--- config.mk ---
export PLATFORM = sky130hd
export DESIGN_NAME = branch_resolve_ctrl
export DESIGN_NICKNAME = d
export VERILOG_FILES = /design/src/rtl/branch_resolve_ctrl_pkg.sv /design/src/rtl/branch_resolve_ctrl_pred_track_fifo.sv /design/src/rtl/branch_resolve_ctrl.sv
export SDC_FILE = /design/constraint.sdc
export NUM_CORES = 1
export LEC_CHECK = 0
export ABC_AREA = 1
export CAP_MARGIN = 10
export CORE_UTILIZATION = 54
export CTS_CLUSTER_SIZE = 25
export DETAILED_ROUTE_END_ITERATION = 10
export PLACE_DENSITY = 0.85
export SYNTH_ARGS = -nofsm -noshare
export SYNTH_HDL_FRONTEND = slang
export SYNTH_HIERARCHICAL = 1
export SYNTH_SLANG_ARGS = --single-unit
--- constraint.sdc ---
create_clock -name clk -period 7.5 [get_ports clk]
set_clock_uncertainty 0.2 [all_clocks]
set_input_delay 1.875 -clock clk [delete_from_list [all_inputs] [get_ports clk]]
set_output_delay 1.875 -clock clk [all_outputs]
set_load 0.005 [all_outputs]
--- src/rtl/branch_resolve_ctrl_pkg.sv ---
// Shared constants and types for the branch-resolve controller and its tracking queue.
// An entry is packed as {pc, pred_pc}, so it is 2*XLEN bits wide.
package branch_resolve_ctrl_pkg;

  localparam int BRC_DEPTH = 4;
  localparam int BRC_XLEN  = 32;
  localparam int BRC_CNT_W = 32;
  localparam int BRC_ENTRY_W = 2 * BRC_XLEN;

  typedef enum logic [1:0] {
    RES_IDLE = 2'd0,
    RES_HIT  = 2'd1,
    RES_MISS = 2'd2
  } resolve_t;

endpackage

--- src/rtl/branch_resolve_ctrl_pred_track_fifo.sv ---
// In-order tracking queue of fetch-time predictions.
// The head entry is visible combinationally so EX can compare in the same cycle.
module pred_track_fifo
  import branch_resolve_ctrl_pkg::*;
#(
  parameter int DEPTH = BRC_DEPTH,
  parameter int W     = BRC_ENTRY_W
) (
  input  logic         clk,
  input  logic         rst,
  input  logic         clear,
  input  logic         push,
  input  logic [W-1:0] push_data,
  input  logic         pop,
  output logic [W-1:0] head_data,
  output logic         full,
  output logic         empty
);

  localparam int PW = $clog2(DEPTH);

  logic [W-1:0]  mem [DEPTH];
  logic [PW-1:0] head;
  logic [PW-1:0] tail;
  logic [PW:0]   count;
  logic          do_push;
  logic          do_pop;

  assign full      = (count == (PW+1)'(DEPTH));
  assign empty     = (count == '0);
  assign do_push   = push && !full && !clear;
  assign do_pop    = pop && !empty && !clear;
  assign head_data = mem[head];

  always_ff @(posedge clk) begin
    if (do_push) begin
      mem[tail] <= push_data;
    end
  end

  // Pointers wrap naturally because DEPTH is a power of two.
  always_ff @(posedge clk) begin
    if (rst) begin
      head  <= '0;
      tail  <= '0;
      count <= '0;
    end else if (clear) begin
      head  <= tail;
      count <= '0;
    end else begin
      if (do_push) tail <= tail + 1'b1;
      if (do_pop)  head <= head + 1'b1;
      case ({do_push, do_pop})
        2'b10:   count <= count + 1'b1;
        2'b01:   count <= count - 1'b1;
        default: count <= count;
      endcase
    end
  end

endmodule

--- src/rtl/branch_resolve_ctrl.sv ---
// Tracks fetch-time predictions, checks them against EX-resolved next PCs,
// and produces the flush/redirect, predictor update strobe and statistics.
module branch_resolve_ctrl
  import branch_resolve_ctrl_pkg::*;
#(
  parameter int DEPTH = BRC_DEPTH,
  parameter int XLEN  = BRC_XLEN,
  parameter int CNT_W = BRC_CNT_W
) (
  input  logic             clk,
  input  logic             rst,
  input  logic             fetch_valid,
  input  logic [XLEN-1:0]  fetch_pc,
  input  logic [XLEN-1:0]  fetch_pred_pc,
  output logic             fetch_ready,
  input  logic             ex_valid,
  input  logic [XLEN-1:0]  ex_pc,
  input  logic             ex_is_cf,
  input  logic [XLEN-1:0]  ex_next_pc,
  output logic             flush,
  output logic [XLEN-1:0]  redirect_pc,
  output logic             update_pred,
  output logic [XLEN-1:0]  branch_inst_address,
  output logic [XLEN-1:0]  resolved_next_pc,
  output logic             predictor_wrong,
  output logic [CNT_W-1:0] n_branches,
  output logic [CNT_W-1:0] n_mispredicts,
  output logic             order_error
);

  logic [2*XLEN-1:0] head_data;
  logic [XLEN-1:0]   head_pc;
  logic [XLEN-1:0]   head_pred_pc;
  logic              full;
  logic              empty;
  logic              push;
  logic              pop;
  logic              mispredict;
  logic              do_update;
  resolve_t          outcome;

  assign head_pc      = head_data[2*XLEN-1:XLEN];
  assign head_pred_pc = head_data[XLEN-1:0];

  assign fetch_ready = !full && !flush;
  assign push        = fetch_valid && fetch_ready;
  assign pop         = ex_valid && !empty;
  assign mispredict  = pop && (head_pred_pc != ex_next_pc);
  assign outcome     = !pop ? RES_IDLE : (mispredict ? RES_MISS : RES_HIT);
  // A non-cf mispredict is a BTB alias; the predictor still has to unlearn it.
  assign do_update   = (outcome != RES_IDLE) && (ex_is_cf || outcome == RES_MISS);

  pred_track_fifo #(
    .DEPTH (DEPTH),
    .W     (2 * XLEN)
  ) u_fifo (
    .clk       (clk),
    .rst       (rst),
    .clear     (mispredict),
    .push      (push),
    .push_data ({fetch_pc, fetch_pred_pc}),
    .pop       (pop),
    .head_data (head_data),
    .full      (full),
    .empty     (empty)
  );

  always_ff @(posedge clk) begin
    if (rst) begin
      flush               <= 1'b0;
      redirect_pc         <= '0;
      update_pred         <= 1'b0;
      branch_inst_address <= '0;
      resolved_next_pc    <= '0;
      predictor_wrong     <= 1'b0;
      n_branches          <= '0;
      n_mispredicts       <= '0;
      order_error         <= 1'b0;
    end else begin
      flush       <= (outcome == RES_MISS);
      update_pred <= do_update;
      if (outcome == RES_MISS) begin
        redirect_pc <= ex_next_pc;
      end
      if (do_update) begin
        branch_inst_address <= head_pc;
        resolved_next_pc    <= ex_next_pc;
        predictor_wrong     <= (outcome == RES_MISS);
      end
      if (pop && ex_is_cf && (n_branches != '1)) begin
        n_branches <= n_branches + 1'b1;
      end
      if ((outcome == RES_MISS) && (n_mispredicts != '1)) begin
        n_mispredicts <= n_mispredicts + 1'b1;
      end
      if ((ex_valid && empty) || (pop && (ex_pc != head_pc))) begin
        order_error <= 1'b1;
      end
    end
  end

endmodule
== Yosys cells after proc, flatten, opt, wreduce, memory -nomap -nowiden ==
Memory sizes are Yosys's and may differ from the RTL's. A register that Yosys moved wholly into a read port is not among the register bits.
Index checks and enable logic that the tools add are counted.

* RAM bits: 256
* Flip-flop bits (word level): 171
* Logic and storage cells: 63
* Input port bits: 133
* Memories: 1

{| class="wikitable"
|+ Memory list
! memory !! depth !! width !! read ports !! clocked after memory_dff !! write ports !! line !! RTL
|-
| u_fifo.mem || 4 || 64 || 1 || 1 || 1 || branch_resolve_ctrl_pred_track_fifo.sv:22 || <nowiki>logic [W-1:0] mem [DEPTH];</nowiki>
|}

* Reductions and logical operators: 26
* Bitwise gates (word level): 1
* Add/subtract/negate cells: 6
* Equal/unequal tests: 8
* Muxes and demuxes: 9

{| class="wikitable"
|+ Operator list
! cell !! number
|-
| $add A32 B1 Y32 const B || 2
|-
| $ne A32 B32 Y1 || 2
|-
| $ne A32 B32 Y1 const B || 2
|-
| $logic_and A1 B1 Y1 || 14
|-
| $mux W2 || 6
|-
| $pmux W3 S2 || 1
|-
| $reduce_bool A2 Y1 || 3
|-
| $add A2 B1 Y2 const B || 2
|-
| $eq A2 B2 Y1 const B || 2
|-
| $logic_not A1 Y1 || 4
|-
| $add A3 B1 Y3 const B || 1
|-
| $eq A3 B3 Y1 const B || 1
|-
| $logic_not A3 Y1 || 1
|-
| $sub A3 B1 Y3 const B || 1
|-
| $eq A2 B1 Y1 const B || 1
|-
| $logic_or A1 B1 Y1 || 2
|-
| $mux W1 || 2
|-
| $reduce_and A2 Y1 || 1
|-
| $reduce_or A2 Y1 || 1
|-
| $not A1 Y1 || 1
|}

== Longest topological paths before layout ==
Gate-level depths: netlist of the first run.

* Depth in word-level cells: 10
* Mapped depth: 29
* Gate-level depth less buffers: 24

== By module ==
Netlist of the first run, hierarchy kept.

{| class="wikitable"
|+ By module, submodules not included
! module !! area each (um2) !! times used !! cells an instance
|-
| pred_track_fifo || 10010.9 || 1 || 693
|-
| branch_resolve_ctrl || 8983.6 || 1 || 1421
|}

== Worst setup path before layout of the first run ==
No wires, ideal clock.

* Path type: input port to flip-flop
* Start: input port ex_next_pc[4]
* End: memory u_fifo/mem[0][0] in the netlist's numbering (enable)
* Path buffers: 2
* Data arrival time: 5.974 ns
* Path slack: 0.839 ns
* Cell stages on the path: 13
* Required time: 6.813 ns
* Library setup time: 0.487 ns
* Cell sequence: xnor2_1 -> nand2_1 -> nor2_1 -> nand2_1 -> nor2_1 -> nand2_2 -> nand2_1 -> buf_4 -> inv_1 -> buf_2 -> inv_1 -> nand3_1 -> nor2_1

* Longest elaborated chain between the ends: 6

{| class="wikitable"
|+ RTL lines
! what !! line !! RTL
|-
| from (decl) || branch_resolve_ctrl.sv:19 || <nowiki>input logic [XLEN-1:0] ex_next_pc,</nowiki>
|-
| $ne A32 B32 Y1 || branch_resolve_ctrl.sv:48 || <nowiki>assign mispredict = pop && (head_pred_pc != ex_next_pc);</nowiki>
|-
| $logic_and A1 B1 Y1 || branch_resolve_ctrl.sv:48 ||
|-
| named net mispredict || branch_resolve_ctrl.sv:38 || <nowiki>logic mispredict;</nowiki>
|-
| $logic_not A1 Y1 || branch_resolve_ctrl_pred_track_fifo.sv:31 || <nowiki>assign do_push = push && !full && !clear;</nowiki>
|-
| $logic_and A1 B1 Y1 || branch_resolve_ctrl_pred_track_fifo.sv:31 ||
|-
| $mux W1 || branch_resolve_ctrl_pred_track_fifo.sv:36 || <nowiki>if (do_push) begin</nowiki>
|-
| $mux W1 (not written as such) || branch_resolve_ctrl_pred_track_fifo.sv:37 || <nowiki>mem[tail] <= push_data;</nowiki>
|-
| to (decl) || branch_resolve_ctrl_pred_track_fifo.sv:22 ||
|}

The timed path passes the listed nets, and every way through them passes these cells.

== Worst setup path in the final report of the first run ==
* Start: input port ex_next_pc[31]
* End: memory u_fifo/mem[2][6] in the netlist's numbering (enable)

* Longest elaborated chain between the ends: 6

{| class="wikitable"
|+ RTL lines
! what !! line
|-
| $ne A32 B32 Y1 || branch_resolve_ctrl.sv:48
|-
| $logic_and A1 B1 Y1 || branch_resolve_ctrl.sv:48
|-
| $logic_not A1 Y1 || branch_resolve_ctrl_pred_track_fifo.sv:31
|-
| $logic_and A1 B1 Y1 || branch_resolve_ctrl_pred_track_fifo.sv:31
|-
| $mux W1 || branch_resolve_ctrl_pred_track_fifo.sv:36
|-
| $mux W1 (not written as such) || branch_resolve_ctrl_pred_track_fifo.sv:37
|}

Every way passes these cells.

==> metrics.txt, run 1 <==
status complete, no violations; Final setup viols 0; area share of the largest cell type after synthesis around two fifths; Worst setup SP type input port; top-count cell post-synth nor2_1; htree depth 2; std cell rows 68; commonest cells in the netlist 398 x nor2_1, 379 x nand2_1, 256 x edfxtp_1; Avg Vias per Cell about 5.5; register area 0.0112 mm²; post-CTS setup buffers 0; antenna viol nets, final 0; switching power share of the total between 30% and 40%; drt pass-1 iters 6; highest routed layer met5; crit path kind in2reg; Syn-to-layout area delta 24.2%; Die W 190 µm; met3 routed wirelength around 4100 µm; drt wl/cell approximately 18 µm; YS warnings 6; Clock Latency Late Sink 540 ps; via count about 16000; I/O Pins just under 300; Flop pwr share a little under 40%; Filler Cells Inserted 2606; cts hold-fix bufs 0; fraction of layout cells with a size suffix above 1 under 10%; first-pass GRT wire length 81200 µm; initial antenna violation count 5; #FFs+latches synth approximately 430; FMAX around 0.18 GHz; Mapped Nets around 2300; initial drt markers 1377; Tmin final 5700 ps; max_cap viols 0; CP required between 7000 and 8000 ps; Hold Vio Cnt, Final 0; worst vdd ir approximately 0.21 mV; Critical Path Fanout Max 42; CORE AREA roughly 0.035 mm²; Sw Pwr about 2.8 mW; period utilisation layout roughly three quarters; Least-Margin Pin Slew between 1000 and 1500 ps; GRT Resource Usage Total between 20 and 30%; Syn Inst Count about 2100; CTS clk-pin slew, worst paths roughly 50 ps; Netlist Area Pre-Place roughly 0.019 mm²; fin worst setup slack about 1800 ps; ys flop type edfxtp_1; CTS tree yes; Data arrival, critical path 5710 ps; Clock Path Buffers 3; leakage just under 9 nW; number of global-route vias before repair 15300; Cell Chain, Critical Path clkdlybuf4s50_1, xnor2_1, nand2_1, nor2_1, nand2_1, nor2_1, nand2_2, nand2_4, inv_1, inv_1, nand3_1, nor2_4, buf_12; number of port buffers approximately 300; post-synth top area cell edfxtp_1; ranking of synthesized cells by area edfxtp_1 40%, dfxtp_1 18%, nor2_1 7.9%; Post-Layout Cell Count about 2900; pin count of the biggest net entering global routing 110; WL met1 20500 µm; area of the multi-input gates between 0.006 and 0.007 mm²; worst path bufs/invs 4; WL met2 between 20000 and 30000 µm; sequential share of the synthesized area between 50% and 60%; initial cell density of the core a little over half; grt ovf 0; combinational share of power between 30 and 40%; Setup WS pre-CTS between 1000 and 1500 ps; final slew viol count 0; DIE AREA approximately 0.036 mm²; sinks on the clock net 429; Hold Crit Class reg2reg; Yosys cell types 35; RSZ-0062 raised after global routing no; setup_tns 0 ps; DRC errors left 0; Die Ht about 190 µm; Post-synth ARST share 0%; slowest cell delay on critical path around 760 ps; Final GP Congestion roughly 0.92; Layout Nets between 2000 and 3000; Largest delay share family, worst path simple AND/OR/NAND/NOR gates; DP HPWL 34100 µm; placed cells roughly 2800; P_int about 5.4 mW; average size of a mapped cell between 8 and 9 µm²; clk root buf clkbuf_16; Max-slew headroom slightly above 20%; EDFF count, synth about 260; routed wire length 51600 µm; Worst path slowest cell nor2_4; Pwr Density around 350 mW/mm²; CTS Buf Count between 40 and 50; clock power share a little over a quarter; CTS resizes 0; CP Capture Type flip-flop
## final timing paths
| check | from | endpoint | slack [ps] | depth (start not counted) |
|---|---|---|---|---|
| min reg2reg | redirect_pc[5] | redirect_pc[5] | 280 | 2 |
| max | ex_next_pc[31] | u_fifo/mem[2][6] | 1800 | 13 |
| max reg2reg | flip-flop | u_fifo/mem[2][6] | 2030 | 17 |
| min | redirect_pc[5] | redirect_pc[5] | 280 | 2 |
## logic make-up (layout without fill, tap and decap cells)
group / Yosys count / after routing / synth area share [%]
AND/OR/NAND/NOR: 958 / 958 / 20.7
adder cells (fa/ha/maj): 8 / 8 / 0.566
XOR/XNOR: 64 / 64 / 2.95
flip-flops: 429 / 429 / 58.7
buffers and inverters: 287 / 575 / 6.87
other: 0 / 3 / 0
AO/OA/AOI/OAI: 368 / 368 / 10.2
## metal layers
metal  track usage, %  vias up
met5                0        -
met4             10.3        4
met3             5.48      101
li1                 -     7589
met2             49.3      670
met1             36.1     7476
## through the flow
stage	instance area (µm²)	power (mW)	util, %	hold slack (ps)
final	23600	8.16	68.3	280
after global routing	23600	8.60	68.3	307
after CTS	23600	8.19	68.3	286
after detailed placement	22100	5.94	64.0	274
after global placement	22100	5.82	64.0	258
after floorplan	19000	4.90	-	253
## cell type report
type	count	share of cell area, %
diodes	3	0.0318
clock buffers	65	5.37
clock inverters	19	0.981
inverters	178	2.85
multi-input cells	1398	27.9
flip-flops and latches	429	47.3
well taps	455	2.41
repair buffers	313	13.2
## power by group through the flow
stage | clock network, mW | registers, mW | logic, mW
finish | 2.24 | 3.22 | 2.71
global route | 2.36 | 3.26 | 2.97
CTS | 2.27 | 3.22 | 2.71
detailed placement | 0 | 3.26 | 2.68
global placement | 0 | 3.24 | 2.58
floorplan | 0 | 3.21 | 1.69
## registers in the layout (all words and copies together), names as in the netlist, named ones only
name	flops
branch_inst_address	32
u_fifo/count	3
u_fifo/head	2
redirect_pc	32
flush	1
n_branches	32
order_error	1
u_fifo/tail	2
update_pred	1
resolved_next_pc	32
n_mispredicts	32
u_fifo/mem	256
predictor_wrong	1
## worst min-delay path, delay by kind of cell (launching register included)
kind / cells / cell delay (ps)
DFF: 1 / 320
and+or+nand+nor: 2 / 130
## layout by cell type, fill, tap and decap left out, types with 15 or more instances in the layout
cell	n
nand2_1	377
inv_1	173
xor2_1	32
o21ai_1	59
a21oi_1	120
edfxtp_1	256
xnor2_1	32
o22ai_1	65
clkdlybuf4s50_1	296
clkbuf_16	47
nor3_1	19
o21ai_0	119
nand3b_1	15
dfxtp_1	171
nor2_1	394
nand4_1	43
nand3_1	94
No activity file was read; power rests on OpenSTA's default activity.
==> run 2, diff against run 1 <==
==> constraint.sdc (replaced) <==
create_clock -name clk -period 5.65 [get_ports clk]
set_clock_uncertainty 0.2 [all_clocks]
set_input_delay 1.4125 -clock clk [delete_from_list [all_inputs] [get_ports clk]]
set_output_delay 1.4125 -clock clk [all_outputs]
set_load 0.005 [all_outputs]
==> metrics.txt, run 2 (synthesized netlist as in run 1, its figures left out) <==
status complete, no violations; drt pass-1 iters 5 (-1); Final GP Congestion 0.901 (-1.6%); DIE AREA 0.0359 mm² (unchanged); grt ovf 0 (unchanged); area of the multi-input gates 0.00658 mm² (unchanged); setup_tns 0 ps (unchanged); Max-slew headroom 21.0% (+0.34 points); Power, Total 10.9 mW (+33%); max reg flops 256 (unchanged); DP HPWL 33600 µm (-1.5%); WHS 272 ps (-7.05 ps); Layout Utilization 68.6% (+0.27 points); CORE AREA 0.0345 mm² (unchanged); via count 15900 (+0.27%); Worst setup SP type flip-flop; Die W 190 µm (unchanged); Avg Vias per Cell 5.54 (about the same); placed cells 2780 (+0.25%); CTS tree yes; most frequent cells in the layout 394 x nor2_1, 377 x nand2_1, 296 x clkdlybuf4s50_1; cts hold-fix bufs 0 (unchanged); Syn-to-layout area delta 24.7%; FMAX ~0.22 GHz; most common cell after layout, fill and taps aside nor2_1; antenna viol nets, final 0 (unchanged); initial antenna violation count 6 (+1); first-pass GRT wire length 79300 µm (-2.3%); Post-Layout Cell Count 2869 (+0.31%); I/O Pins 298 (unchanged); Layout Nets 2512 (+0.24%); routed wire length 51200 µm (-0.78%); Pwr Density 460 mW/mm² (+33%); Critical Path Fanout Max 86 (+100%); pin count of the biggest net entering global routing 110 (unchanged); period utilisation layout about four fifths; Filler Cells Inserted 2585 (-0.81%); drt wl/cell 17.8 µm (-1.1%); RSZ-0062 raised after global routing no; DRC errors left 0 (unchanged); fin worst setup slack 1070 ps (-724 ps); number of global-route vias before repair 15300 (+0.098%); crit path kind reg2reg; Final Cell Area 0.0237 mm² (+0.40%); Clock Latency Late Sink 540 ps (about the same); leakage 8.75 nW (+0.50%); Final setup viols 0 (unchanged); initial drt markers 1284 (-6.8%); CTS clk-pin slew, worst paths 60 ps (about the same); Least-Margin Pin Slew 1180 ps (-5.15 ps); std cell rows 68 (unchanged); Hold Vio Cnt, Final 0 (unchanged); Hold Crit Class reg2reg; clk root buf clkbuf_16; Setup WS pre-CTS 553 ps (-667 ps); register area 0.0112 mm² (unchanged); number of port buffers 297 (unchanged); Largest Register u_fifo/mem; placed inst area 0.0221 mm² (+0.12%); Die Ht 190 µm (unchanged); CTS Buf Count 44 (-2.2%); Clock Path Buffers 3 (unchanged); max_cap viols 0 (unchanged); Data arrival, critical path 4810 ps (-900 ps); CP required 5880 ps (-1630 ps); Tmin final about 4600 ps; fraction of layout cells with a size suffix above 1 4.90% (+0.53 points); initial cell density of the core 55.0% (unchanged); final slew viol count 0 (unchanged); CTS resizes 0 (unchanged); post-CTS setup buffers 0 (unchanged); CP Capture Type flip-flop; worst vdd ir 0.326 mV (+57%); sinks on the clock net 429 (unchanged); htree depth 2 (unchanged); GRT Resource Usage Total 28.1% (-0.59 points)
==> run 2: metal layers <==
metal / part of all wire, % / wire, µm / track usage (%) / vias to the layer above
li1: - / - / - / 7597
met1: 40 / 20300 / 35.3 / 7495
met4: 3.0 / 1520 / 10.6 / 2
met5: 0.025 / 13 / 0 / -
met3: 8.2 / 4180 / 5.05 / 103
met2: 49 / 25100 / 48.3 / 685
==> run 2: final timing paths <==
| check | startpoint | endpoint | slack [ps] | cells after the start |
|---|---|---|---|---|
| worst max-delay path | flip-flop | branch_inst_address[5] | 1070 | 17 |
| worst min-delay path | predictor_wrong | predictor_wrong | 270 | 2 |
| worst min register to register | predictor_wrong | predictor_wrong | 270 | 2 |
| worst max register to register | flip-flop | branch_inst_address[5] | 1070 | 17 |
==> run 2: critical path, cell delays in order, from the launching register on <==
cell	delay [ps]
dfxtp_2	320
inv_2	460
buf_4	480
o21ai_1	130
o22ai_1	190
nand2_1	80
nand2_1	70
nand2_1	50
nor2_1	110
nand2_1	60
nor2_1	270
nand2_2	130
nand2_4	70
buf_4	570
buf_4	850
nand3_1	190
nand2_1	110
nor2_1	70
==> run 2: final cells by class <==
class / count / share of cell area [%]
multi-input combinational: 1398 / 27.8
inverter: 178 / 2.84
clock inverter: 28 / 1.54
timing repair buffer: 320 / 13.3
antenna: 7 / 0.0739
clock buffer: 54 / 5.02
sequential: 429 / 47.1
tap: 455 / 2.40
==> run 2: report_power, final <==
part | total, mW | switching, mW | internal [mW] | leakage (nW)
combinational | 3.60 | 2.15 | 1.44 | 4.24
clock | 3.08 | 1.21 | 1.87 | 0.749
sequential | 4.21 | 0.266 | 3.94 | 3.75
